File: src/rtl/req_join.sv
// req_join -- clocked completion join.
// Latches rising edges on reqNumber request lines, qualifies them with a
// per-channel enable mask, and emits a fin pulse of FIN_WIDTH cycles once all
// enabled channels (threshold == 0) or `threshold` of them have completed.
// An optional cycle timeout aborts a stalled collection round.
//
// Ports:
//   clk        system clock, rising edge
//   rstn       asynchronous active-low reset
//   reqs       request lines; a rising edge marks a channel done
//   enMask     1 = channel participates (sampled every cycle)
//   threshold  completions required; 0 = all enabled channels
//   clear      synchronous abort/flush
//   fin        registered completion pulse (FIN_WIDTH cycles)
//   timeout    one-cycle abort pulse
//   overrun    one-cycle pulse: repeat edge on an already-saved channel
//   busy       state != IDLE
//   pending    enMask & ~reqsSave
//   doneCount  popcount(reqsSave & enMask)
module req_join #(
  parameter int unsigned reqNumber = 2,
  parameter int unsigned SYNC      = 1,
  parameter int unsigned FIN_WIDTH = 1,
  parameter int unsigned TIMEOUT   = 0
) (
  input  logic                               clk,
  input  logic                               rstn,
  input  logic [reqNumber-1:0]               reqs,
  input  logic [reqNumber-1:0]               enMask,
  input  logic [$clog2(reqNumber+1)-1:0]     threshold,
  input  logic                               clear,
  output logic                               fin,
  output logic                               timeout,
  output logic                               overrun,
  output logic                               busy,
  output logic [reqNumber-1:0]               pending,
  output logic [$clog2(reqNumber+1)-1:0]     doneCount
);

  localparam int unsigned N    = reqNumber;
  localparam int unsigned CW   = $clog2(reqNumber + 1);
  localparam int unsigned TW   = (TIMEOUT > 0) ? $clog2(TIMEOUT + 1) : 1;
  localparam int unsigned TLIM = (TIMEOUT > 0) ? TIMEOUT - 1 : 0;
  localparam logic [7:0]  FLAST = 8'(FIN_WIDTH - 1);

  typedef enum logic [1:0] {IDLE, COLLECT, FIRE} state_e;

  state_e         state_q, state_d;
  logic [N-1:0]   s;
  logic [N-1:0]   prev_q;
  logic [N-1:0]   edge_s;
  logic [N-1:0]   save_q, save_d;
  logic [TW-1:0]  tmo_cnt_q, tmo_cnt_d;
  logic [7:0]     fin_cnt_q, fin_cnt_d;
  logic           fin_q, fin_d;
  logic           tmo_q, tmo_d;
  logic           ovr_q, ovr_d;
  logic [CW-1:0]  done_cnt;
  logic [CW-1:0]  en_cnt;
  logic [CW-1:0]  eff_thr;
  logic           complete;
  logic           tmo_hit;

  generate
    if (SYNC != 0) begin : g_sync
      logic [N-1:0] sync1_q, sync2_q;
      always_ff @(posedge clk or negedge rstn) begin
        if (!rstn) begin
          sync1_q <= '0;
          sync2_q <= '0;
        end else begin
          sync1_q <= reqs;
          sync2_q <= sync1_q;
        end
      end
      assign s = sync2_q;
    end else begin : g_nosync
      assign s = reqs;
    end
  endgenerate

  function automatic logic [CW-1:0] popcnt(input logic [N-1:0] v);
    logic [CW-1:0] c;
    c = '0;
    for (int unsigned i = 0; i < N; i++) c = c + CW'(v[i]);
    return c;
  endfunction

  assign edge_s   = s & ~prev_q;
  assign done_cnt = popcnt(save_q & enMask);
  assign en_cnt   = popcnt(enMask);
  assign eff_thr  = (threshold == '0) ? en_cnt : threshold;
  assign complete = (done_cnt >= eff_thr) && (enMask != '0);
  assign tmo_hit  = (TIMEOUT != 0) && (tmo_cnt_q >= TW'(TLIM));

  always_comb begin
    state_d   = state_q;
    save_d    = save_q;
    tmo_cnt_d = tmo_cnt_q;
    fin_cnt_d = fin_cnt_q;
    tmo_d     = 1'b0;
    ovr_d     = 1'b0;
    unique case (state_q)
      IDLE: begin
        save_d = save_q | edge_s;
        if (save_q != '0) begin
          state_d   = COLLECT;
          tmo_cnt_d = '0;
        end
      end
      COLLECT: begin
        ovr_d = |(edge_s & save_q);
        // Completion takes priority over a simultaneous timeout. Edges seen
        // on the firing edge seed the next round's save vector.
        if (complete) begin
          state_d   = FIRE;
          save_d    = edge_s;
          fin_cnt_d = '0;
        end else if (tmo_hit) begin
          state_d = IDLE;
          save_d  = '0;
          tmo_d   = 1'b1;
        end else begin
          save_d = save_q | edge_s;
          if (tmo_cnt_q != '1) tmo_cnt_d = tmo_cnt_q + TW'(1);
        end
      end
      FIRE: begin
        save_d = save_q | edge_s;
        if (fin_cnt_q == FLAST) begin
          state_d   = (save_q != '0) ? COLLECT : IDLE;
          tmo_cnt_d = '0;
        end else begin
          fin_cnt_d = fin_cnt_q + 8'd1;
        end
      end
      default: state_d = IDLE;
    endcase
    if (clear) begin
      state_d   = IDLE;
      save_d    = '0;
      tmo_cnt_d = '0;
      fin_cnt_d = '0;
      tmo_d     = 1'b0;
      ovr_d     = 1'b0;
    end
    fin_d = (state_d == FIRE);
  end

  always_ff @(posedge clk or negedge rstn) begin
    if (!rstn) begin
      state_q   <= IDLE;
      prev_q    <= '0;
      save_q    <= '0;
      tmo_cnt_q <= '0;
      fin_cnt_q <= '0;
      fin_q     <= 1'b0;
      tmo_q     <= 1'b0;
      ovr_q     <= 1'b0;
    end else begin
      state_q   <= state_d;
      prev_q    <= s;
      save_q    <= save_d;
      tmo_cnt_q <= tmo_cnt_d;
      fin_cnt_q <= fin_cnt_d;
      fin_q     <= fin_d;
      tmo_q     <= tmo_d;
      ovr_q     <= ovr_d;
    end
  end

  assign fin       = fin_q;
  assign timeout   = tmo_q;
  assign overrun   = ovr_q;
  assign busy      = (state_q != IDLE);
  assign pending   = enMask & ~save_q;
  assign doneCount = done_cnt;

endmodule

File: config.mk
export PLATFORM = sky130hd
export DESIGN_NAME = req_join
export DESIGN_NICKNAME = d
export VERILOG_FILES = /design/src/rtl/req_join.sv
export SDC_FILE = /design/constraint.sdc
export NUM_CORES = 1
export LEC_CHECK = 0
export BUFFER_PORTS_ARGS = -buffer_cell sky130_fd_sc_hd__buf_2
export CORE_MARGIN = 2
export CORE_UTILIZATION = 30
export CTS_CLUSTER_SIZE = 14
export DETAILED_ROUTE_END_ITERATION = 12
export HOLD_SLACK_MARGIN = 0.02
export PLACE_DENSITY_LB_ADDON = 0.2
export SETUP_SLACK_MARGIN = 0.05
export SYNTH_ARGS = -nofsm -noshare
export SYNTH_HDL_FRONTEND = slang
export SYNTH_SLANG_ARGS = --single-unit
File: constraint.sdc
create_clock -name clk -period 2.1 [get_ports clk]
set_input_delay 0 -clock clk [delete_from_list [all_inputs] [get_ports clk]]
set_output_delay 0 -clock clk [all_outputs]
set_load 0.01 [all_outputs]
### After elaboration in Yosys (flattened, before gate mapping)

Cells that the tools add are included.

* word-level logic and storage cells: 52
* flip-flop bits (word level): 20
* output and inout port bits: 8
* input port bits: 9

* equal/unequal tests: 5
* magnitude comparators: 1
* reduce and logical (&&, ||, !) cells: 12
* bitwise gates (word level): 7
* add/sub/neg operators: 3
* mux-type cells: 16

Operator list (count)
* $mux W8: 3
* $pmux W8 S2: 1
* $mux W2: 7
* $add A8 B1 Y8 const B: 1
* $and A2 B2 Y2: 4
* $logic_not A8 Y1: 1
* $ne A3 B3 Y1 const B: 2
* $pmux W2 S3: 1
* $reduce_bool A2 Y1: 3
* $reduce_bool A3 Y1: 2
* $add A1 B1 Y2: 2
* $eq A2 B2 Y1 const B: 2
* $logic_not A2 Y1: 2
* $not A2 Y2: 2
* $pmux W2 S2: 1
* $reduce_or A2 Y1: 2
* $mux W1: 3
* $reduce_and A3 Y1: 1
* $eq A2 B1 Y1 const B: 1
* $ge A2 B2 Y1: 1
* $or A2 B2 Y2: 1
* $logic_and A1 B1 Y1: 1

### Logic depth before layout (Yosys ltp)

Gate-level depths: netlist (run 1).

* depth in word-level cells: 8
* mapped depth: 9
* gate-level depth less buffers: 9

### Worst setup path before layout (run 1)

OpenSTA, ideal clock, no wires.

* kind: flip-flop to flip-flop
* from: register save_q[0]
* to: register fin_cnt_q[5]
* data required time: 2.033 ns
* setup slack: 0.117 ns
* cell stages (with the launch flop): 9
* setup time: 0.067 ns
* clock period less this slack: 1.983 ns
* data arrival time: 1.916 ns
* buffers on the path: 0
* cell sequence: dfrtp_1 > and2_1 > ha_1 > inv_1 > ha_1 > nand2b_1 > a21o_1 > a21oi_1 > a32o_1

* longest elaborated chain between the ends: 6

Ends and longest elaborated chain
* start: declaration: line 52 `logic [N-1:0] save_q, save_d;`
* start signal: assignment: line 163 `save_q <= save_d;`
* $and A2 B2 Y2: line 90 `assign done_cnt = popcnt(save_q & enMask);`
* $add A1 B1 Y2: line 85 `for (int unsigned i = 0; i < N; i++) c = c + CW'(v[i]);`
* net doneCount[0]: line 37 `output logic [$clog2(reqNumber+1)-1:0] doneCount`
* $ge A2 B2 Y1: line 93 `assign complete = (done_cnt >= eff_thr) && (enMask != '0);`
* $logic_and A1 B1 Y1: line 93
* $ne A3 B3 Y1 (no source line)
* $reduce_and A3 Y1 (no source line)
* end signal: assignment: line 165 `fin_cnt_q <= fin_cnt_d;`
* end: declaration: line 54 `logic [7:0] fin_cnt_q, fin_cnt_d;`

The timed path passes the listed nets, and every way through them passes these cells.
A chain may end at the register's enable or synchronous reset.

### Worst setup path after layout (run 1)

* from: register save_q[1]
* to: register fin_cnt_q[1]

* longest elaborated chain between the ends: 6

Ends and longest elaborated chain (line)
* $and A2 B2 Y2: 90
* $add A1 B1 Y2: 85
* $ge A2 B2 Y1: 93
* $logic_and A1 B1 Y1: 93
* $ne A3 B3 Y1 (no source line)
* $reduce_and A3 Y1 (no source line)

Every way passes these cells.

==> results of run 1 <==
## worst paths after layout
kind / startpoint / to / slack (ns) / depth (start not counted)
setup reg to reg: save_q[1] / fin_cnt_q[1] / 0.18 / 8
hold / removal: rstn / g_sync.sync1_q[1] / 0.17 / 2
hold reg to reg: g_sync.sync1_q[0] / g_sync.sync2_q[0] / 0.36 / 0
setup / recovery: save_q[1] / fin_cnt_q[1] / 0.18 / 8
min in group clk: enMask[1] / state_q[0] / 0.32 / 6
max in group asynchronous: rstn / state_q[1] / 1.63 / 2
## per-stage QoR
stage          std cells  setup slack, ns  utilization, %
6_report             172            0.180            39.1
5_1_grt              172           0.0605            39.1
4_1_cts              171           0.0922            37.4
3_5_place_dp         163           0.0681            35.0
3_3_place_gp         163            0.128            35.0
2_1_floorplan        102            0.117               -
## timing repair
| action | in CTS | in global routing |
|---|---|---|
| buffers inserted | 0 | 1 |
| hold endpoints to repair | 25 | 0 |
| hold buffers | 4 | 0 |
| setup endpoints to repair | 1 | 9 |
| resized for setup | 1 | 7 |
| pin swaps | 0 | 2 |
## critical path, stage by stage (launching register included)
cell and delay, ns:
dfrtp_1 0.39, and2_4 0.15, ha_4 0.26, inv_1 0.04, ha_1 0.27, nand2b_1 0.14, a21o_1 0.21, a21o_4 0.27
o32ai_2 0.12
## cells by family (layout without fill, tap and decap cells)
kind of cell / Yosys count / after routing / synth area share (%)
compound gates: 21 / 21 / 14.9
xor+xnor: 5 / 5 / 4.27
fa+ha+maj: 7 / 7 / 8.54
buf+inv: 12 / 36 / 5.12
flops: 20 / 20 / 48.8
mux: 1 / 1 / 0.976
other cells: 1 / 1 / 0.366
simple gates: 35 / 35 / 17.1
## state kept, by name (all words and copies together) (netlist names)
register and cells:
fin_cnt_q 8, g_sync.sync1_q 2, g_sync.sync2_q 2, prev_q 2, save_q 2, state_q 2
fin 1, overrun 1
## cell type report
type	instances	area, µm²	area share (%)
Sequential cell	20	500	38.7
Timing Repair Buffer	22	138	10.6
Clock buffer	4	36.3	2.80
Multi-Input combinational cell	70	524	40.5
Inverter	10	37.5	2.90
Tap cell	46	57.6	4.45
## cells in the final DEF, fill, tap and decap left out, types with 3 or more instances in the layout
cell type	n
nor3_1	3
clkbuf_4	3
nor2_1	13
ha_1	6
nand2b_1	3
a21oi_1	5
xnor2_1	3
buf_4	3
dfrtp_1	20
nand2_1	5
inv_1	10
dlygate4sd3_1	4
nor2b_1	3
buf_2	15
o21ai_0	3
## power breakdown
part           switching (mW)  internal, mW
clock                   0.115         0.106
sequential            0.00773         0.398
combinational          0.0609        0.0526
## per-layer routing
metal	routed length, µm	GRT usage [%]	vias to the layer above
met5	0	0	-
met4	18	5.00	0
met3	66	1.98	2
met2	944	19.6	13
met1	888	13.9	367
li1	-	-	393
==> impl_metrics.ini, run 1 <==
[worst_setup_path]
endpoint_kind = register
worstSetupPathType = register to register
critPathRequiredTime_ns = 2.31
worst_setup_path_start_kind = register
critical_path.max_fanout = 6
arrival_ns = 2.13

[die]
rows = 21
pin_count = 17
start_util_pct = 31.0
dieHeight_um = 62.5
die-area_um2 = 3900
die_w_um = 62.5
core_um2 = 3310

[routing]
drcViolationCount = 0
wl_mm = 1.92
routed_via_density = 4.51
first_pass_iters = 4
first_iter_violations = 15
ant_nets = 0
routed-via-count = 775
wl_per_cell_um = 11.1

[sta]
timing.final.hold_violations = 0
max_freq_ghz = 0.521
finClkSkew_ns = 0.00217
post-route-period-util_pct = 91.4
rsz0062_at_grt = false
report.final.setup_viol = 0
tns_ns = 0
report.final.slew_viol_count = 0
holdWs_ns = 0.168
min_period_ns = 1.92

[finish]
nets = 143
fillCellCount = 358
stdcell_area_um2 = 1290
antennaDiodeCount = 0
syn2layout_area_growth_pct = 26.1
drive_gt1_share_pct = 26.2

[clock_tree]
cts_made_buffers = 3
clkLatencyLatePin_ns = 0.29
h-tree-depth = 1
cts.path.max_buffers = 2
clk_pin_slew_ns = 0.11
cts_num_sinks = 20
cts_root_buffer = clkbuf_4
tritoncts = yes

[power]
leakage_nw = 0.606
ir_drop_uv = 252
finalPower_mw = 0.740
p_per_area_nw_per_um2 = 572

[status]
status = complete, no violations

[logic_synthesis]
synth_top_cell_by_area = dfrtp_1
synth.top_cell.area_share_pct = 48.8
syn_nets = 118
ys_warn_count = 0
ys_ff_latch = 20
synth_seq_area_share_pct = 48.8
synth_most_common_cell = dfrtp_1
synth_ff_type = dfrtp_1
synthCells = 102
synthDistinctLibCells = 30
synth_area_leaders = dfrtp_1, ha_1, nor2_1
synth-async-reset-ratio_pct = 100
synth_edf_count = 0
synthTopCellsByCount = dfrtp_1, nor2_1, inv_1, ha_1, a21oi_1
synth_area_um2 = 1030
syn_avg_cell_area_um2 = 10.1

[placed_design]
hpwl_mm = 1.46
dpl_cell_area_um2 = 1160
place_congestion = 0.759
numPortBuffers = 15

[global_routing]
track_usage_pct = 11.4
grt_antenna_before_repair = 0
grt_max_degree = 21
grt_pass1_wl_mm = 3.55
grt_overflow = 0
grt_pass1_vias = 830

[run]
maxCapViolCount = 0

[min_path]
holdCritPathClass = primary input to async pin
Power figures use the tool's default switching activity.
==> run 2: changes to the inputs <==
--- a/config.mk
+++ b/config.mk
@@ -5,10 +5,10 @@
 export SDC_FILE = /design/constraint.sdc
 export NUM_CORES = 1
 export LEC_CHECK = 0
+export ABC_AREA = 1
 export BUFFER_PORTS_ARGS = -buffer_cell sky130_fd_sc_hd__buf_2
 export CORE_MARGIN = 2
 export CORE_UTILIZATION = 30
-export CTS_CLUSTER_SIZE = 14
 export DETAILED_ROUTE_END_ITERATION = 12
 export HOLD_SLACK_MARGIN = 0.02
 export PLACE_DENSITY_LB_ADDON = 0.2
==> run 2 against run 1 <==
Die area up 11%. Hold slack improved by 0.050 ns. Largest cell class unchanged. First-iteration DRC count rose by 40%. Critical endpoint is now fin_cnt_q[0]. Synthesized cell count grew 40%. Fmax grew 6.6%. Non-clock buffer count is 3 lower. Wire length is 16% higher. Register-to-register slack better by 0.12 ns.
==> impl_metrics.ini, run 2 <==
[logic_synthesis]
synthTopCellsByCount = nand2_1, dfrtp_1, inv_1, nand4_1, nor2_1
synth_area_leaders = dfrtp_1, nand2_1, nand4_1
synthCells = 143
synth.top_cell.area_share_pct = 43.6
synth_edf_count = 0
synthDistinctLibCells = 24
synth_top_cell_by_area = dfrtp_1
synth-async-reset-ratio_pct = 100
syn_nets = 159
synth_seq_area_share_pct = 43.6
ys_ff_latch = 20
synth_ff_type = dfrtp_1
syn_avg_cell_area_um2 = 8.03
synth_most_common_cell = nand2_1
ys_warn_count = 0
synth_area_um2 = 1150

[placed_design]
numPortBuffers = 15
hpwl_mm = 1.69
dp_cells = 202
place_congestion = 0.768

[finish]
layout_commonest_cell = nand2_1
largest_reg_flops = 8
stdcell_count = 210
nets = 179
drive_gt1_share_pct = 17.9
layout_common_cells = nand2_1, inv_1, dfrtp_1
syn2layout_area_growth_pct = 18.8
fin_util_pct = 37.3
regMostFlops = fin_cnt_q
antennaDiodeCount = 0
fillCellCount = 380

[global_routing]
grt_pass1_vias = 935
grt_max_degree = 21
grt_overflow = 0
grt_antenna_before_repair = 0
grt_pass1_wl_mm = 4.02
track_usage_pct = 12.0

[sta]
post-route-period-util_pct = 85.8
report.final.slew_viol_count = 0
report.final.setup_viol = 0
min_period_ns = 1.80
tns_ns = 0
max_freq_ghz = 0.555
finClkSkew_ns = 0.00286
rsz0062_at_grt = false
timing.final.hold_violations = 0

[worst_setup_path]
critPathTopFamily = simple AND/OR/NAND/NOR gates
worstSetupPathType = register to register
critPathBufInv = 2
slowest_stage = dfrtp_1
critPathRequiredTime_ns = 2.26
critical_path.max_fanout = 13
max_stage_delay_ns = 0.42
path_cells = nand2_1 -> inv_1 -> ha_1 -> inv_1 -> ha_1 -> nand2_1 -> nand3_2 -> nand3_4 -> nand3_1 -> nand2_1 -> nand2_1
worst_setup_path_start_kind = register
endpoint_kind = register
critical_path.most_common_cell = nand2_1
arrival_ns = 1.96

[clock_tree]
cts_num_sinks = 20
clk_pin_slew_ns = 0.08
clkLatencyLatePin_ns = 0.26
cts_made_buffers = 3
cts.path.max_buffers = 2
tritoncts = yes
cts_root_buffer = clkbuf_8
cts.repair.resized = 0
h-tree-depth = 1

[die]
dieHeight_um = 65.9
core_um2 = 3660
die-area_um2 = 4340
die_w_um = 65.9
rows = 22
pin_count = 17
start_util_pct = 31.4

[routing]
routed_via_density = 4.54
ant_nets = 0
wl_mm = 2.23
wl_per_cell_um = 10.6
first_pass_iters = 4
drcViolationCount = 0
routed-via-count = 954
first_iter_violations = 21

[power]
leakage_nw = 0.728
p_per_area_nw_per_um2 = 663
ir_drop_uv = 277

[min_path]
holdCritPathClass = primary input to async pin

[status]
status = complete, no violations

[run]
maxCapViolCount = 0
==> run 2: changes by cell type in the layout (fill, tap and decap cells not counted), moves of 4 or more <==
| cell | previous run | this run |
|---|---|---|
| inv_2 | 0 | 5 |
| nor2_1 | 13 | 9 |
| inv_1 | 10 | 20 |
| nand2_1 | 5 | 35 |
| nand4_1 | 0 | 16 |
==> run 2: path summary, 6_finish.rpt <==
check | startpoint | endpoint | slack, ns | depth (start not counted)
min | rstn | fin_cnt_q[7] | 0.22 | 2
max | save_q[0] | fin_cnt_q[0] | 0.30 | 11
min in group clk | enMask[1] | pending[1] | 0.34 | 4
max in group asynchronous | rstn | state_q[0] | 1.58 | 2
min reg2reg | g_sync.sync1_q[0] | g_sync.sync2_q[0] | 0.35 | 0
max reg2reg | save_q[0] | fin_cnt_q[0] | 0.30 | 11
==> run 2: cells by family (layout without fill, tap and decap cells) <==
| kind of cell | count (synthesis) | in the layout | synth area share [%] |
|---|---|---|---|
| other | 1 | 1 | 0.326 |
| and+or+nand+nor | 72 | 72 | 31.2 |
| buffers and inverters | 30 | 49 | 11.1 |
| DFF | 20 | 20 | 43.6 |
| AOI/OAI and AO/OA | 13 | 13 | 6.21 |
| adders and majority gates | 7 | 7 | 7.62 |
==> run 2: cell type report <==
cell class	instances	area (µm²)	area share (%)
clock buffer	3	41.3	3.02
clock inverter	1	30.0	2.20
inverter	26	97.6	7.15
multi-input combinational	93	520	38.1
sequential	20	500	36.7
tap	48	60.1	4.40
timing repair buffer	19	115	8.43
==> run 2: per-layer routing <==
metal / share of wire, % / global-route usage [%] / wire length, µm
met5: 0 / 0 / 0
met4: 1.7 / 6.25 / 37
met3: 2.8 / 2.21 / 62
met2: 44 / 18.6 / 989
met1: 51 / 15.9 / 1140
==> run 2: worst register-to-register path, cell delays in order (launching register included) <==
cell and delay (ns):
dfrtp_1 0.42, nand2_1 0.07, inv_1 0.04, ha_1 0.28
inv_1 0.05, ha_1 0.28, nand2_1 0.07, nand3_2 0.10
nand3_4 0.15, nand3_1 0.12, nand2_1 0.08, nand2_1 0.04
==> run 2: where the power goes <==
part	internal (mW)	leakage (nW)	switching, mW
registers	0.398	0.263	0.0116
clock network	0.254	0.0357	0.132
logic	0.0408	0.430	0.0680
total	0.693	0.728	0.212
==> run 2: what timing repair did <==
item	in CTS	in global routing
hold buffers	4	0
buffers inserted	0	0
hold endpoints to repair	26	0
==> run 2: per-stage QoR <==
stage | total power, mW | worst slack, ns | hold WS (ns) | instance area, µm²
global placement | 0.520 | 0.348 | -0.0328 | 1250
finish | 0.905 | 0.298 | 0.218 | 1370
floorplan | 0.486 | 0.406 | -0.296 | 1150
CTS | 0.916 | 0.272 | 0.225 | 1370
detailed placement | 0.523 | 0.272 | -0.0211 | 1250
global route | 0.949 | 0.145 | 0.260 | 1370
